File: config.mk
export PLATFORM = sky130hd
export DESIGN_NAME = seg7_scan_driver
export DESIGN_NICKNAME = d
export VERILOG_FILES = /design/src/rtl/seg7_pkg.sv /design/src/rtl/seg7_hex_decode.sv /design/src/rtl/seg7_scan_driver.sv
export SDC_FILE = /design/constraint.sdc
export NUM_CORES = 1
export LEC_CHECK = 0
export CAP_MARGIN = 10
export CORE_UTILIZATION = 45
export CTS_CLUSTER_SIZE = 16
export DETAILED_ROUTE_END_ITERATION = 10
export GPL_ROUTABILITY_DRIVEN = 0
export HOLD_SLACK_MARGIN = 0.05
export PLACE_DENSITY = 0.67
export SYNTH_ARGS = -nofsm -noshare
export SYNTH_HDL_FRONTEND = slang
export SYNTH_SLANG_ARGS = --single-unit
File: constraint.sdc
create_clock -name clocksource -period 4.65 [get_ports clocksource]
set_input_delay 0.93 -clock clocksource [delete_from_list [all_inputs] [get_ports clocksource]]
set_output_delay 0.93 -clock clocksource [all_outputs]
set_load 0.01 [all_outputs]
File: src/rtl/seg7_pkg.sv
// rtl/seg7_pkg.sv - shared constants and helpers for the seven-segment scan driver
//
// Purpose: sub-tick count per digit slot, the hex-to-segment table with its
// lookup function, and a width helper for the prescaler counter.
// Ports: none (package).

package seg7_pkg;

  // Each digit slot is split into this many PWM sub-ticks; sub-tick 0 is dead time.
  localparam int SUBTICKS = 16;

  // Segment patterns {g,f,e,d,c,b,a}, active-high, indexed by hex nibble.
  localparam logic [6:0] SEG_TABLE [16] = '{
    7'h3F, 7'h06, 7'h5B, 7'h4F, 7'h66, 7'h6D, 7'h7D, 7'h07,
    7'h7F, 7'h6F, 7'h77, 7'h7C, 7'h39, 7'h5E, 7'h79, 7'h71
  };

  function automatic logic [6:0] hex_to_seg(input logic [3:0] nib);
    return SEG_TABLE[nib];
  endfunction

  // clog2(TICK_DIV), but never narrower than one bit so TICK_DIV=1 still
  // yields a legal (always-zero) prescaler register.
  function automatic int presc_width(input int tick_div);
    return (tick_div > 1) ? $clog2(tick_div) : 1;
  endfunction

endpackage

File: src/rtl/seg7_hex_decode.sv
// rtl/seg7_hex_decode.sv - combinational hex nibble to seven-segment decoder
//
// Purpose: maps one hex nibble to its active-high segment pattern.
// Ports:
//   nib  in  4  hex digit
//   seg  out 7  segments {g,f,e,d,c,b,a}

module seg7_hex_decode
  import seg7_pkg::*;
(
  input  logic [3:0] nib,
  output logic [6:0] seg
);

  assign seg = hex_to_seg(nib);

endmodule

File: src/rtl/seg7_scan_driver.sv
// rtl/seg7_scan_driver.sv - multiplexed seven-segment scan driver with PWM and double buffering
//
// Purpose: scans DIGITS hex digits onto shared segment lines, double-buffers
// loaded values so a frame never mixes old and new data, applies 4-bit PWM
// brightness with a dead sub-tick per slot, and optional leading-zero blanking.
// Ports:
//   clocksource  in  1          system clock (rising edge)
//   reset        in  1          asynchronous active-high reset
//   value        in  4*DIGITS   hex nibbles, nibble 0 = digit 0 (least significant)
//   dp           in  DIGITS     decimal-point request per digit
//   load         in  1          strobe capturing value/dp into the pending buffer
//   bright       in  4          brightness 0..15, sampled every cycle
//   lzs          in  1          leading-zero suppression enable
//   seg          out 7          segments {g,f,e,d,c,b,a}, active-high
//   dp_out       out 1          decimal-point segment, active-high
//   an           out DIGITS     digit anodes, active-low
//   frame_start  out 1          one-cycle pulse at each frame boundary

module seg7_scan_driver
  import seg7_pkg::*;
#(
  parameter int DIGITS   = 4,
  parameter int TICK_DIV = 64
) (
  input  logic                  clocksource,
  input  logic                  reset,
  input  logic [4*DIGITS-1:0]   value,
  input  logic [DIGITS-1:0]     dp,
  input  logic                  load,
  input  logic [3:0]            bright,
  input  logic                  lzs,
  output logic [6:0]            seg,
  output logic                  dp_out,
  output logic [DIGITS-1:0]     an,
  output logic                  frame_start
);

  localparam int PW = presc_width(TICK_DIV);
  localparam int DW = $clog2(DIGITS);

  logic [PW-1:0]       presc;
  logic [3:0]          subtick;
  logic [DW-1:0]       digit;

  logic [4*DIGITS-1:0] pend_val;
  logic [DIGITS-1:0]   pend_dp;
  logic [4*DIGITS-1:0] shad_val;
  logic [DIGITS-1:0]   shad_dp;

  logic                presc_wrap;
  logic                sub_wrap;
  logic                digit_last;
  logic                boundary;

  logic [3:0]          nibs [DIGITS];
  logic [3:0]          cur_nib;
  logic [6:0]          dec_seg;
  logic [DIGITS-1:0]   blank_vec;
  logic                zero_above;
  logic                active;
  logic [DIGITS-1:0]   an_next;

  assign presc_wrap = (presc == PW'(TICK_DIV - 1));
  assign sub_wrap   = (subtick == 4'(SUBTICKS - 1));
  assign digit_last = (digit == DW'(DIGITS - 1));
  assign boundary   = (presc == '0) && (subtick == 4'd0) && (digit == '0);

  // Prescaler -> sub-tick -> digit index ripple counter.
  always_ff @(posedge clocksource or posedge reset) begin
    if (reset) begin
      presc   <= '0;
      subtick <= '0;
      digit   <= '0;
    end else begin
      presc <= presc_wrap ? '0 : presc + 1'b1;
      if (presc_wrap) begin
        subtick <= subtick + 1'b1;
        if (sub_wrap) begin
          digit <= digit_last ? '0 : digit + 1'b1;
        end
      end
    end
  end

  // Pending/shadow buffers. A load landing on the boundary bypasses pending
  // so the new value shows in the frame that starts right now.
  always_ff @(posedge clocksource or posedge reset) begin
    if (reset) begin
      pend_val <= '0;
      pend_dp  <= '0;
      shad_val <= '0;
      shad_dp  <= '0;
    end else begin
      if (load) begin
        pend_val <= value;
        pend_dp  <= dp;
      end
      if (boundary) begin
        shad_val <= load ? value : pend_val;
        shad_dp  <= load ? dp    : pend_dp;
      end
    end
  end

  // Blanking: walk from the most significant digit down; a digit is blank
  // while it and everything above it are zero. Digit 0 is never blank.
  always_comb begin
    zero_above = 1'b1;
    blank_vec  = '0;
    for (int i = 0; i < DIGITS; i++) begin
      nibs[i] = shad_val[4*i +: 4];
    end
    for (int i = DIGITS - 1; i >= 1; i--) begin
      zero_above   = zero_above & (nibs[i] == 4'h0);
      blank_vec[i] = lzs & zero_above;
    end
  end

  assign cur_nib = nibs[digit];

  seg7_hex_decode u_dec (
    .nib (cur_nib),
    .seg (dec_seg)
  );

  // Sub-tick 0 is always dark, so the digit change never shows as ghosting.
  assign active = (subtick != 4'd0) && (subtick <= bright) && !blank_vec[digit];

  always_comb begin
    an_next = '1;
    if (active) begin
      an_next[digit] = 1'b0;
    end
  end

  always_ff @(posedge clocksource or posedge reset) begin
    if (reset) begin
      seg         <= 7'h00;
      dp_out      <= 1'b0;
      an          <= '1;
      frame_start <= 1'b0;
    end else begin
      seg         <= active ? dec_seg : 7'h00;
      dp_out      <= active ? shad_dp[digit] : 1'b0;
      an          <= an_next;
      frame_start <= boundary;
    end
  end

endmodule

==> run summary, run 1 <==
I/O pin total - 41
synth cell count leaders - 61 x dfrtp_1, 39 x mux2_2, 18 x ha_1
routed len/inst - 15.27 um
RR Startpoint - digit[1]
grt ovf - 0
MaxCap Viol Count - 0
core area - 6756 um^2
Final ANT Viol Nets - 0
Primary FF master, synth - dfrtp_1
Worst EP required - 4870 ps
most frequent cell after synthesis - dfrtp_1
worst skew pair latency - 340 ps
clk sinks - 65
Worst-path clk slew - 80 ps
via count - 1900
initial drt markers - 90
Final Max Slew Viols - 0
DR pass1 iterations - 4
share of cells above drive strength 1 - 26.13%
Port Buffers - 40
share of the synthesized area in the top cell type - 48.72%
crit-path max FO - 16
CTS H-tree depth - 3
largest family of logic cells by synthesized area - multiplexers
fmax - 0.3596 GHz
Worst setup SP type - flip-flop
post-CTS sizing - 0
Post-Synth Adder-Cell Area - 7.188%
Power Density - 331.6 nW/um^2
Syn-to-layout area delta - 21.69%
Yosys reg bits - 65
Min-Delay Path Class - flip-flop to flip-flop
vias in the first global route - 1869
Synthesis Warnings - 0
Worst VDD drop - 0.2662 mV
Fill cells - 560
Setup Fix Bufs, Post-CTS - 0
R2R Path End - seg[0]
Post-Route Setup TNS - 0 ps
Netlist cell types - 42
Overall Power - 1.264 mW
Final Skew - 11.93 ps
Clock Tree Buf Depth - 2
Reg area - 1632 um^2
Post-synth EDFFs - 0
final hold violations - 0
sequential area share after synthesis - 52.08%
Final Setup Violations - 0
CTS tree - yes
mux contribution to synthesized area - 23.16%
cell taking the most area after synthesis - dfrtp_1
FF-to-FF path depth - 7
first-pass GRT wire length - 9508 um
crit path DAT - 3010 ps
Post-Syn Instances - 238
post-DP HPWL - 3881 um
Die W - 85.44 um
vias per cell - 5.177
synth top area cells - dfrtp_1 49%, mux2_2 14%, ha_1 7.2%
Crit. End Element - flip-flop
Root Buffer - clkbuf_8
CP Launch Point - digit[1]
Detailed Route WL - 5605 um
largest net degree at the start of global routing - 48
Initial Util - 46.37%
nets - 328
Final min period - 2781 ps
status - finished, final reports clean
initial antenna violation count - 0
Worst Setup EP - seg[0]
cts hold-fix bufs - 0
Synth Area in Compound Gates - 5.431%
Post-Synth Simple-Gate Area - 6.909%
Reg2Reg Setup Slack - 1870 ps
Max-slew headroom - 37.01%
# diodes - 0
Synth Net Count - 284
total track usage - 17.32%
CP Class - flip-flop to flip-flop
detailed-route DRC error count - 0
leakage dissipation - 1.675 nW
RSZ-0062 raised after global routing - no
full die area - 7300 um^2
ys async rst share - 100.0%
CTS buffer count - 9
# rows - 30
synthesized area - 3133 um^2
XOR/XNOR Fraction of Synth Area - 1.677%
Layout Cells excl Fill - 367
Avg Cell Area, Syn - 13.16 um^2
Multi-input gate area - 1390 um^2
Die Y-Extent - 85.44 um
placed cells - 351
worst slew pin tran - 943.4 ps
Final period util - 59.80%
-- where the power goes --
part	internal (mW)	switching, mW	total [mW]
Combinational	0.0683	0.0550	0.123
Clock	0.302	0.227	0.528
Sequential	0.596	0.0171	0.613
Total	0.966	0.299	1.26
-- cell usage in the layout, fill, tap and decap left out, types with 6 or more instances in the layout --
master | netlist | layout
clkbuf_8 | 0 | 9
mux2i_1 | 7 | 7
nand2_1 | 11 | 11
ha_1 | 18 | 18
nor2_1 | 10 | 10
nand3_1 | 7 | 7
clkdlybuf4s50_1 | 0 | 40
inv_1 | 15 | 14
a21oi_1 | 6 | 6
mux2_2 | 39 | 39
dfrtp_1 | 61 | 61
-- worst max-delay path, cell delays in order, from the launching register on --
cell     delay (ps)
dfrtp_1         820
mux2_2          400
o21ai_1         400
ha_1            420
mux2i_1         120
a211o_1         300
a21oi_1         150
nor2_1           60
-- worst min-delay path by stage --
stage,from,to,slack [ps],cells past startpoint
after floorplan,shad_dp[1],shad_dp[1],460,1
after global placement,pend_dp[3],pend_dp[3],480,1
after detailed placement,pend_val[0],pend_val[0],480,1
after CTS,pend_dp[3],pend_dp[3],500,1
after global routing,pend_val[0],pend_val[0],510,1
final,pend_dp[3],pend_dp[3],500,1
-- final cells by class --
class                      instances  share of cell area (%)
multi-input combinational        149                   36.46
timing repair buffer              42                   10.90
clock inverter                     7                   2.494
inverter                          15                   1.477
tap                               80                   2.626
sequential                        65                   42.80
clock buffer                       9                   3.249
-- logic make-up (layout without fill, tap and decap cells) --
kind of cell,after synthesis,in the layout
adders and majority gates,18,18
DFF,65,65
buffers and inverters,24,73
xor gates and xnor gates,6,6
AOI/OAI and AO/OA,23,23
and+or+nand+nor,44,44
muxes,58,58
-- through the flow --
| stage | hold WS [ps] | utilization (%) | area [um^2] | setup WS [ps] |
|---|---|---|---|---|
| final | 495.1 | 56.43 | 3812 | 1869 |
| after global routing | 514.5 | 56.43 | 3812 | 1607 |
| after CTS | 499.0 | 56.43 | 3812 | 1847 |
| after detailed placement | 482.3 | 53.19 | 3593 | 1768 |
| after global placement | 477.4 | 53.19 | 3593 | 1786 |
| after floorplan | 459.4 | - | 3133 | 2100 |
-- sequential cells by signal, indices dropped and copies added, names as in the netlist --
signal and count:
an 4, shad_dp 4, dp_out 1, pend_dp 4
digit 2, shad_val 16, subtick 4, pend_val 16
presc 6, frame_start 1, seg 7
-- layer usage --
metal | share of wire [%] | up-vias | track usage (%)
met5 | 0 | - | 0
met4 | 1.1 | 0 | 5.909
met3 | 4.2 | 5 | 5.545
met2 | 44 | 42 | 24.15
met1 | 51 | 922 | 25.41
li1 | - | 931 | -
(Power assumes the default switching activity.)
==> inputs of run 2 (changes only) <==
==> constraint.sdc (replaced) <==
create_clock -name clocksource -period 2.9 [get_ports clocksource]
set_input_delay 0.58 -clock clocksource [delete_from_list [all_inputs] [get_ports clocksource]]
set_output_delay 0.58 -clock clocksource [all_outputs]
set_load 0.01 [all_outputs]
==> run 2 against run 1 <==
Global-route usage fell by 0.14 points. Non-clock buffer count rose by 5. Utilization fell by 0.093 points. Sequential share of layout area rose by 0.070 points. Maximum frequency rose by 18%. Sequential cell count did not move.
==> run summary, run 2 (synthesis gave the netlist of run 1 again) <==
met1 Track Usage GR - 22.70%
Initial Util - 46.37%
Die Y-Extent - 85.44 um
RR Startpoint - digit[1]
Worst-path clk slew - 60 ps
detailed-route DRC error count - 0
MaxCap Viol Count - 0
vias in the first global route - 1958
routed len/inst - 14.73 um
core area - 6756 um^2
Detailed Route WL - 5479 um
Final period util - 81.30%
Sw Ratio - 23.82%
Final ANT Viol Nets - 0
Syn-to-layout area delta - 21.49%
full die area - 7300 um^2
Setup Fix Bufs, Post-CTS - 0
Worst setup SP type - flip-flop
# diodes - 0
CP Class - flip-flop to flip-flop
hold slack final - 493.7 ps
Worst VDD drop - 0.2387 mV
worst slew pin tran - 516.7 ps
status - finished, final reports clean
Reg2Reg Setup Slack - 540 ps
Top Registers - pend_val: 16 flops, shad_val: 16 flops, seg: 7 flops
hold endpoint - pend_val[15]
Max-slew headroom - 65.32%
met3 usage - 4.280%
Final Setup Violations - 0
Crit. End Element - flip-flop
WHS Path Cells - 1
Most Crowded Layer GR - met2
commonest cells after routing, fill and taps aside - 61 x dfrtp_1, 40 x clkdlybuf4s50_1, 39 x mux2_2
CTS tree - yes
RSZ-0062 raised after global routing - no
I/O pin total - 41
Reg power frac - 52.6%
Die W - 85.44 um
Final Max Slew Viols - 0
CTS H-tree depth - 3
DR pass1 iterations - 4
nets - 333
Final min period - 2358 ps
Int Pwr - 1.424 mW
Net Sw Power - 0.4453 mW
Final Skew - 15.23 ps
initial antenna violation count - 0
worst skew pair latency - 350 ps
post-CTS sizing - 0
Worst EP required - 3110 ps
most common cell after layout, fill and taps aside - dfrtp_1
initial drt markers - 88
vias per cell - 5.247
Port Buffers - 40
cts hold-fix bufs - 0
share of cells above drive strength 1 - 26.37%
Min-Delay Path Class - flip-flop to flip-flop
Root Buffer - clkbuf_8
crit-path max FO - 15
post-DP HPWL - 3931 um
first-pass GRT wire length - 9432 um
# rows - 30
R2R Path End - seg[0]
FF-to-FF path depth - 9
Overall Power - 1.870 mW
via count - 1952
largest net degree at the start of global routing - 38
leakage dissipation - 1.678 nW
Comb pwr share - 10.7%
grt ovf - 0
hold path start - pend_val[15]
total track usage - 17.18%
Clock Tree Buf Depth - 2
final hold violations - 0
Post-Route Setup TNS - 0 ps
share of total power in the clock network - 36.7%
met2 usage - 25.53%
fmax - 0.4242 GHz
clk sinks - 65
crit path DAT - 2570 ps
CTS buffer count - 9
Power Density - 491.2 nW/um^2
[run 2: through the flow]
step	setup slack (ps)	cell area (um^2)	utilization (%)	instances
floorplan	427.9	3133	-	238
global placement	487.1	3631	53.74	356
detailed placement	468.2	3631	53.74	356
CTS	544.2	3806	56.33	372
global route	397.4	3806	56.33	372
finish	542.4	3806	56.33	372
[run 2: worst max-delay path by stage]
stage | start | to | slack [ps] | cells past startpoint
floorplan | digit[1] | seg[0] | 430 | 10
global placement | bright[3] | seg[1] | 490 | 7
detailed placement | bright[3] | seg[2] | 470 | 7
CTS | digit[1] | seg[0] | 540 | 9
global route | digit[1] | seg[0] | 400 | 9
finish | digit[1] | seg[0] | 540 | 9
[run 2: final cells by class]
type	instances	area [um^2]
Tap cell	80	100.1
Clock inverter	2	12.51
Sequential cell	65	1632
Clock buffer	14	162.7
Fill cell	602	2950
Timing Repair Buffer	47	452.9
Inverter	15	56.30
Multi-Input combinational cell	149	1390
[run 2: layer usage]
metal  share of wire (%)  routed length (um)
met5                   0                   0
met4                 2.7                 146
met1                  48                2618
met2                  46                2506
met3                 3.8                 208
[run 2: critical path: stages, from the launching register on]
cell	delay [ps]
dfrtp_1	350
buf_4	240
mux2i_1	200
nand2_1	60
o21ai_1	300
ha_1	430
mux2i_1	130
a211o_1	310
a21oi_1	140
nor2_1	50
[run 2: power by group through the flow]
stage	clock network, mW	registers, mW	logic [mW]
final	0.686	0.983	0.201
after CTS	0.701	0.983	0.205
after global placement	0	0.998	0.198
after global routing	0.745	0.988	0.224
after floorplan	0	0.990	0.138
after detailed placement	0	1.00	0.202
==> RTL edit, RTL diff (settings of run 2) <==
Reset style: synchronous (`reset`), changed in 3 clocked blocks. Comments in the files are not updated.
--- a/src/rtl/seg7_scan_driver.sv
+++ b/src/rtl/seg7_scan_driver.sv
@@ -68,3 +68,3 @@
   // Prescaler -> sub-tick -> digit index ripple counter.
-  always_ff @(posedge clocksource or posedge reset) begin
+  always_ff @(posedge clocksource) begin
     if (reset) begin
@@ -86,3 +86,3 @@
   // so the new value shows in the frame that starts right now.
-  always_ff @(posedge clocksource or posedge reset) begin
+  always_ff @(posedge clocksource) begin
     if (reset) begin
@@ -135,3 +135,3 @@
 
-  always_ff @(posedge clocksource or posedge reset) begin
+  always_ff @(posedge clocksource) begin
     if (reset) begin
Formal check against the unedited RTL: differs if reset is asserted again (counterexample within 4 cycles, from zero or initial values and one cycle with reset high); with reset held inactive, the same outputs for 10 cycles.
==> RTL edit against run 2 <==
Die area is 6.7% lower; sequential cell count stayed put; synthesized cell count is 24% higher; combinational power is 42% higher; register-to-register slack better by 0.40 ns; design area is 7.6% lower; worst hold slack hardly changed; total power is 5.4% higher; non-clock buffer count is 3 lower; area after synthesis is 6.8% lower; routed wire length is 8.3% lower; worst setup slack better by 0.22 ns.
==> RTL edit: results (changes against run 2) <==
metric,value,unit,change
critPathMaxFanout,6,,-9
worst_clock_skew,0.007565,ns,-0.007668 ns
leakagePower,1.427,nW,-15%
worst_ir_drop_vdd,0.0004217,V,+77%
switching_share,26.17,%,+2.4 points
top_regs,"pend_val (16), shad_val (16), seg (7)",,
syn-num-nets,341,,+20%
min-delay-path-class,reg2reg,,
synthMuxAreaShare,13.24,%,-9.9 points
yosysWarningCount,0,,unchanged
ys_types,43,,+2.4%
complex_gate_fraction_of_the_synthesized_area,8.015,%,+2.6 points
adder_cell_share_of_the_synthesized_area,8.144,%,+0.96 points
antennaDiodeCount,0,,unchanged
root_buffer,clkbuf_8,,
result_of_the_run,completed,,
finalNetCount,376,,+13%
dr.first_iter.drc_count,57,,-35%
drive_above_1_share,7.784,%,-19 points
synth.cells.most_frequent,"dfxtp_1 (65), nor2_1 (49), mux2i_1 (24)",,
vias,2102,,+7.7%
first_global_vias,1866,,-4.7%
globalRouteTotalUtil,16.51,%,-0.67 points
netlist_instances,294,,+24%
ctsLongestPathBuffers,2,,unchanged
grt_max_degree,54,,+42%
arrival,2.39,ns,-0.18 ns
asyncSetResetFlopFracSynth,0,%,-100 points
timing.critical_path.slowest_cell_delay,0.45,ns,+0.02 ns
clkSlewWorstSetupHoldPaths,0.07,ns,
grt_pass1_wl,8376,µm,-11%
placed_cells_incl_taps,393,,+10%
yosys.area_share.xor_xnor,3.300,%,+1.6 points
critPathTopFamily,simple AND/OR/NAND/NOR gates,,
synth-seq-area-share,44.58,%,-7.5 points
relSlewSlack,59.55,%,-5.8 points
postCtsSetupRepairBufs,0,,unchanged
worst_path_max_delay_cell,clkdlybuf4s50_1,,
layout.filler_cells,573,,-4.8%
count_of_port_buffers_added_during_placement,40,,unchanged
antenna_found_initial,0,,unchanged
routedWlPerCell,12.28,µm,-17%
netlist_top_cells_area,"dfxtp_1 (45%), mux2i_1 (8.2%), ha_1 (8.1%)",,
cts-buffers-inserted,9,,unchanged
detail_route.vias_per_cell,5.139,,-2.1%
detail_route.first_pass.iterations,4,,unchanged
detailedPlacementHpwl,3599,µm,-8.5%
## RTL edit: cell count changes after synthesis, moves of 8 or more
cell / delta
a211oi_1: +18
mux2_2: -39
dfrtp_1: -61
dfxtp_1: +65
clkbuf_1: +8
nor2_1: +39
mux2i_1: +17
## RTL edit: power by group through the flow
stage / combinational [mW] / clock, mW / sequential [mW]
2_1_floorplan: 0.223 / 0 / 0.999
3_3_place_gp: 0.286 / 0 / 1.01
3_5_place_dp: 0.290 / 0 / 1.01
4_1_cts: 0.291 / 0.714 / 0.990
5_1_grt: 0.323 / 0.755 / 0.998
6_report: 0.286 / 0.695 / 0.990
## RTL edit: final cells by class
cell class / instances / area, µm² / share of cell area, %
Clock buffer: 13 / 158.9 / 4.516
Tap cell: 75 / 93.84 / 2.667
Multi-Input combinational cell: 196 / 1465 / 41.64
Clock inverter: 3 / 25.02 / 0.7112
Sequential cell: 65 / 1301 / 36.98
Timing Repair Buffer: 44 / 425.4 / 12.09
Inverter: 13 / 48.80 / 1.387
## RTL edit: through the flow
stage	utilization, %	instance area [µm²]	setup WS, ns
after global routing	57.72	3518	0.6479
final	57.72	3518	0.7624
after floorplan	-	2919	0.9713
after CTS	57.72	3518	0.7704
after global placement	54.70	3334	0.4517
after detailed placement	54.70	3334	0.4162
## RTL edit: metal layers
metal	GRT usage [%]	part of all wire (%)	up-vias	routed length (µm)
met1	20.54	49	950	2455
li1	-	-	1096	-
met4	6.207	1.6	0	80
met3	5.604	4.8	10	243
met5	0	0	-	0
met2	26.36	45	46	2243
## RTL edit: final timing paths
kind | startpoint | endpoint | slack [ns] | cells after the start
max | bright[3] | seg[5] | 0.76 | 7
min | presc[0] | presc[0] | 0.49 | 1
max reg2reg | digit[0] | seg[3] | 0.94 | 7
min reg2reg | presc[0] | presc[0] | 0.49 | 1
